## config.mk

```make
export PLATFORM = sky130hd
export DESIGN_NAME = apb_regfile_slave
export DESIGN_NICKNAME = d
export VERILOG_FILES = /design/src/rtl/apb_regfile_slave.sv
export SDC_FILE = /design/constraint.sdc
export NUM_CORES = 1
export LEC_CHECK = 0
export ABC_CLOCK_PERIOD_IN_PS = 4800
export CORE_UTILIZATION = 40
export DETAILED_ROUTE_END_ITERATION = 12
export PLACE_DENSITY = 0.63
export SYNTH_ARGS = -nofsm -noshare
export SYNTH_HDL_FRONTEND = slang
export SYNTH_SLANG_ARGS = --single-unit
```

## constraint.sdc

```tcl
create_clock -name PCLK -period 4.8 [get_ports PCLK]
set_input_delay 1.44 -clock PCLK [delete_from_list [all_inputs] [get_ports PCLK]]
set_output_delay 1.44 -clock PCLK [all_outputs]
set_load 0.02 [all_outputs]
```

## src/rtl/apb_regfile_slave.sv

```systemverilog
// APB3 register-file slave: DEPTH words of DATA_W bits, programmable wait states, PSLVERR on illegal addresses.
// Optional byte-lane strobes: define APB_REGFILE_PSTRB_EN to add the Pstrb port and masked writes.
`timescale 1ns/1ps

module apb_regfile_slave #(
  parameter int                 DATA_W      = 32,
  parameter int                 ADDR_W      = 8,
  parameter int                 DEPTH       = 16,
  parameter int                 WAIT_CYCLES = 0,
  parameter logic [DATA_W-1:0]  RESET_VAL   = '0
) (
  input  logic                  PCLK,
  input  logic                  Presetn,
  input  logic [ADDR_W-1:0]     Paddr,
  input  logic                  Psel,
  input  logic                  Penable,
  input  logic                  Pwrite,
  input  logic [DATA_W-1:0]     Pwdata,
`ifdef APB_REGFILE_PSTRB_EN
  input  logic [DATA_W/8-1:0]   Pstrb,
`endif
  output logic                  Pready,
  output logic [DATA_W-1:0]     Prdata,
  output logic                  Pslverr
);

  localparam int         BYTES    = DATA_W / 8;
  localparam int         OFF_W    = $clog2(BYTES);
  localparam int         IDX_W    = (DEPTH > 1) ? $clog2(DEPTH) : 1;
  localparam logic [3:0] WAIT_LIM = 4'(WAIT_CYCLES);

  typedef enum logic {
    S_IDLE,
    S_WAIT
  } state_t;

  state_t              state, state_nxt;
  logic [3:0]          cnt, cnt_nxt;
  logic                access;
  logic                ready;
  logic                aligned;
  logic                legal;
  logic                wr_en;
  logic [ADDR_W:0]     idx_ext;
  logic [IDX_W-1:0]    idx;
  logic [DATA_W-1:0]   wr_mask;
  logic [DATA_W-1:0]   mem [DEPTH];

  assign access = Psel & Penable;

  // Address decode: one extra bit so DEPTH == 2**(ADDR_W-OFF_W) still compares correctly.
  assign idx_ext = {1'b0, Paddr} >> OFF_W;
  assign idx     = idx_ext[IDX_W-1:0];

  generate
    if (OFF_W > 0) begin : g_align
      assign aligned = (Paddr[OFF_W-1:0] == '0);
    end else begin : g_no_align
      assign aligned = 1'b1;
    end
  endgenerate

  assign legal = aligned && (idx_ext < (ADDR_W+1)'(DEPTH));

  // NOTE: every signal driven here gets a default first, so no path can infer a latch.
  always_comb begin
    state_nxt = state;
    cnt_nxt   = cnt;
    ready     = 1'b0;
    unique case (state)
      S_IDLE: begin
        if (access) begin
          if (WAIT_CYCLES == 0) begin
            ready = 1'b1;
          end else begin
            state_nxt = S_WAIT;
            cnt_nxt   = 4'd1;
          end
        end
      end
      S_WAIT: begin
        if (!access) begin
          // Master abandoned the access phase: drop it without completing.
          state_nxt = S_IDLE;
          cnt_nxt   = '0;
        end else if (cnt == WAIT_LIM) begin
          ready     = 1'b1;
          state_nxt = S_IDLE;
          cnt_nxt   = '0;
        end else begin
          cnt_nxt = cnt + 4'd1;
        end
      end
    endcase
  end

  // NOTE: sequential state uses non-blocking assignments so every flop samples pre-edge values.
  always_ff @(posedge PCLK or negedge Presetn) begin
    if (!Presetn) begin
      state <= S_IDLE;
      cnt   <= '0;
    end else begin
      state <= state_nxt;
      cnt   <= cnt_nxt;
    end
  end

`ifdef APB_REGFILE_PSTRB_EN
  always_comb begin
    wr_mask = '0;
    for (int b = 0; b < BYTES; b++) begin
      wr_mask[8*b +: 8] = {8{Pstrb[b]}};
    end
  end
`else
  assign wr_mask = '1;
`endif

  assign wr_en = ready & Pwrite & legal;

  // NOTE: the storage is reset word by word because every word must read RESET_VAL after reset.
  always_ff @(posedge PCLK or negedge Presetn) begin
    if (!Presetn) begin
      for (int i = 0; i < DEPTH; i++) begin
        mem[i] <= RESET_VAL;
      end
    end else if (wr_en) begin
      mem[idx] <= (mem[idx] & ~wr_mask) | (Pwdata & wr_mask);
    end
  end

  assign Pready  = ready;
  assign Pslverr = ready & ~legal;
  assign Prdata  = (ready & ~Pwrite & legal) ? mem[idx] : '0;

`ifndef SYNTHESIS
  a_err_with_ready : assert property (@(posedge PCLK) disable iff (!Presetn) Pslverr |-> Pready);
  a_cnt_bounded    : assert property (@(posedge PCLK) disable iff (!Presetn) cnt <= WAIT_LIM);
`endif

endmodule

```

**Word-level counts from Yosys, hierarchy flattened**

Cells that the tools add are included.

- Flip-flop bits (word level): 517
- Bits of input ports: 45
- Output and inout bits: 34
- Word-level logic and storage cells: 53

- Add/sub/neg operators: 1
- Magnitude comparators: 3
- Multiplexer cells: 17
- Bitwise logic cells: 10
- Reductions and logical operators: 4

Operators by type and width:

| operator | number |
|---|---|
| $bwmux 512 | 1 |
| $bmux 32 s4 | 1 |
| $demux 32 s4 | 1 |
| $mux 32 | 4 |
| $mux 4 | 3 |
| $and 1x1->1 | 6 |
| $lt 6x5->1 const B | 1 |
| $ge 5x5->1 const B | 1 |
| $lt 5x1->1 const B | 1 |
| $mux 1 | 5 |
| $not 4->5 | 1 |
| $add 4x1->4 const B | 1 |
| $logic_not 4->1 | 1 |
| $pmux 1 s2 | 2 |
| $not 1->1 | 3 |
| $logic_and 1x1->1 | 2 |
| $logic_not 2->1 | 1 |

**Depth between registers and ports, before layout**

- Depth after elaboration: 7
- Mapped depth: 7
- Depth with buffers taken out: 6

**Least setup slack after synthesis**

No wires, ideal clock.

- Path kind: input to output
- Start point: in Paddr[1]
- End point: out Prdata[0]
- Arrival time: 3.141 ns
- Data required time: 3.360 ns
- Path slack: 0.219 ns
- Stages: 4
- Buffers on the path: 1
- Cell sequence: or4_4 > or4_1 > buf_2 > o21ai_0

- Word-level cells in the longest chain between the ends: 4

RTL lines:

| item | line | source |
|---|---|---|
| start, declared | 14 | `input logic [ADDR_W-1:0] Paddr,` |
| $logic_not 2->1 | 57 | `assign aligned = (Paddr[OFF_W-1:0] == '0);` |
| $logic_and 1x1->1 | 63 | `assign legal = aligned && (idx_ext < (ADDR_W+1)'(DEPTH));` |
| $and 1x1->1 | 134 | `assign Prdata = (ready & ~Pwrite & legal) ? mem[idx] : '0;` |
| $mux 32 | 134 |  |
| end, declared | 23 | `output logic [DATA_W-1:0] Prdata,` |

No other way between the ends.

**Worst setup path after layout**

- Start point: in Paddr[6]
- End point: out Prdata[14]

- Word-level cells in the longest chain between the ends: 4

RTL lines:

| item | line |
|---|---|
| $lt 6x5->1 | 63 |
| $logic_and 1x1->1 | 63 |
| $and 1x1->1 | 134 |
| $mux 32 | 134 |

No other way between the ends.

==> summary.txt <==
Yosys
  • Post-synth top flop: dfrtp_1
  • Adder-Cell Fraction of Synth Area: less than 1%
  • Fraction of registers with async set/reset: 100%
  • Yosys warnings: 0
  • Xor and xnor area share after synthesis: 0%
  • Yosys cell types: 40
  • Mean Syn Cell Area: 16.0 sq um
  • Simple-gate share of the synthesized area: 1.73%
  • Mux contribution to synthesized area: roughly two fifths
  • Post-synthesis register bit count: 517
  • Post-Syn Nets: roughly 1.5k
  • Post-synth EDFFs: 0
  • Syn Std Cell Area: around 24,000 sq um
  • Mapped Cells: approximately 1.5k
  • Sequential area share after synthesis: a little over half
  • Largest family of logic cells by synthesized area: multiplexers
  • Compound-gate portion of the synthesized area: approximately 1%

Route
  • DRT Pass-1 Iters: 4
  • Vias: around 13k
  • Drt via density: 5.52
  • Post-DR wirelength/cell: roughly 24 microns
  • DRC Markers: 0
  • Final WL: 58,300 microns
  • Starting DRT DRC Count: ~820
  • DRT antenna net count: 0

Final layout
  • Final #Nets: roughly 1.6k
  • Fillers: ~5.0k
  • Commonest non-fill, non-tap cells in the layout: mux2_2 (538), dfrtp_1 (517), mux4_2 (128), buf_4 (97), clkbuf_16 (55)
  • Final core utilization: about half
  • Commonest non-fill, non-tap cell in the layout: mux2_2
  • Area Overhead vs Synth: 18.6%
  • Layout cell share with drive strength beyond 1: 58.1%

Global routing
  • Global route overflow: 0
  • Largest net degree at the start of global routing: roughly 120
  • Tot GR Track Use: 20.3%
  • Antenna violations before repair: 1
  • Global-route wire length before repair: roughly 90,000 microns
  • Vias in the first global route: between 10k and 15k

CTS
  • H-tree depth: 2
  • TritonCTS clock tree: yes
  • TritonCTS Buffers: 54
  • Clk_lat worst skew: between 0.5 and 0.6 ns
  • Clk pin slew, worst setup/hold paths: 0.06 ns
  • Post-CTS Hold Buffers: 0
  • CTS max path bufs: 3
  • Clock sinks: roughly 520
  • CTS Root Buffer Type: clkbuf_16

STA
  • Worst setup margin: roughly 0.038 ns
  • Fmax: approximately 0.21 GHz
  • Tmin final: 4.76 ns
  • Worst slew pin tran: 1.09 ns
  • Tcrit/Tclk final: 99.2%
  • Layout Skew: about 0.014 ns
  • # setup viols final: 0
  • WHS: 0.486 ns
  • Fin. max-slew vios: 0
  • Rel. slew slack: a little over a quarter
  • Hold Vio Cnt, Final: 0
  • RSZ-0062 raised after global routing: yes

Die
  • Initial Util: about two fifths
  • Die area: ~60,000 sq um
  • Core ar.: 57,900 sq um
  • Die span in y: 245 microns
  • # IOs: 79
  • Rows: between 80 and 90
  • Die X: about 240 microns

Critical path
  • CP max stage delay: approximately 0.53 ns
  • Worst Setup End Kind: output pin
  • Critical-path cell list: buf_6 -> or4_4 -> buf_6 -> a2111oi_4 -> buf_6 -> buf_12 -> buf_12 -> nand2_4 -> o21ai_2 -> buf_6
  • CP Class: primary input to output pin
  • Max stage delay cell, worst path: or4_4
  • Arrival @ worst endpoint: 3.32 ns
  • Req. time, crit path: 3.36 ns
  • Crit Path Max Fanout: 7
  • Reg2reg setup slack: 2.06 ns
  • CP delay by family, top: buffers and inverters
  • Number of buffers and inverters on the critical path: 6
  • Setup crit start kind: primary input
  • Most frequent CP cell: buf_6

Power and ir drop
  • Net Sw Frac: between 20% and 30%
  • Max IR drop VDD: roughly 0.00025 V
  • Clk pwr share: approximately 47%
  • Power Density: between 300 and 400 nW/um^2
  • Total power: around 9.4 mW
  • Leak pwr: roughly 14 nW
  • Power share of the sequential group: 47.5%
  • Sw power: approximately 2 mW
  • Comb power frac: roughly 5.4%
  • Cell Int Power: 7.31 mW

Placement
  • Hpwl dp: 32,800 microns
  • Place WS: -0.729 ns
  • RD Place Congestion: 0.759
  • IO buf count: between 70 and 80

Hold path
  • Min-Delay Path Class: flip-flop to flip-flop

Status
  • Outcome: complete, no violations

Flow run
  • Max-cap viol count: 0
-- metal layers --
metal	up-vias	GRT usage, %	part of all wire (%)
met2	215	31.2	46
met4	2	4.71	1.9
li1	5724	-	-
met1	7230	29.8	47
met5	-	0	0.022
met3	79	3.86	4.7
-- logic make-up after synthesis --
group           after synthesis
simple gates                 74
mux                         705
flops                       517
fa+ha+maj                     2
compound gates               42
buf+inv                     130
-- cells in the mapped netlist (4+ instances only) --
library cell    n  area (sq um)
nand2_1        42           158
buf_2          58           290
clkbuf_1       53           199
mux2_1          6          67.6
mux2i_1        33           330
mux2_2        538          6060
o21ai_1         6          30.0
buf_1           4          15.0
nor2_1          5          18.8
o21ai_0        29           145
nand4_1         4          25.0
dfrtp_1       517         12900
inv_1           6          22.5
buf_4           9          67.6
nand3_1         4          20.0
mux4_2        128          2880
-- final timing paths --
check / startpoint / endpoint / cells after the start
max in group asynchronous: Presetn / mem[30]$_DFFE_PN0P_ / 2
hold / removal: mem[267]$_DFFE_PN0P_ / mem[267]$_DFFE_PN0P_ / 1
setup / recovery: Paddr[6] / Prdata[14] / 10
min in group asynchronous: Presetn / mem[329]$_DFFE_PN0P_ / 1
hold reg to reg: mem[267]$_DFFE_PN0P_ / mem[267]$_DFFE_PN0P_ / 1
setup reg to reg: cnt[0]$_DFFE_PN0P_ / mem[311]$_DFFE_PN0P_ / 7
-- final cells by class --
cell class	instances	area (sq um)	share of cell area (%)
sequential	517	12900	46.3
multi-input combinational	823	10200	36.4
timing repair buffer	188	1930	6.93
clock buffer	86	1680	6.03
tap	765	957	3.43
clock inverter	15	214	0.766
inverter	6	22.5	0.0807
antenna	2	5.00	0.0179
-- power by group through the flow --
stage                     Sequential (mW)  Clock (mW)  Combinational [mW]
after global placement               4.53           0               0.501
after floorplan                      4.52           0               0.235
after detailed placement             4.53           0               0.511
final                                4.45        4.41               0.503
after CTS                            4.45        4.51               0.513
after global routing                 4.46        4.69               0.551
-- flip-flops by register name (all words and copies together) (netlist names) --
name,flops
mem,512
cnt,4
state,1
-- stage by stage --
stage	setup TNS, ns	cells	cell area, sq um
6_report	0	2402	27900
5_1_grt	-0.158	2400	27900
3_5_place_dp	-22.20	2290	25900
4_1_cts	0	2400	27800
3_3_place_gp	-21.06	2290	25900
2_1_floorplan	0	1470	23500
-- what timing repair did --
action,in CTS,in global routing
pin swaps,2,2
cloned,4,0
endpoints found under the setup margin,32,30
resized for setup,176,80
buffers inserted,5,1
(Power assumes the default switching activity.)
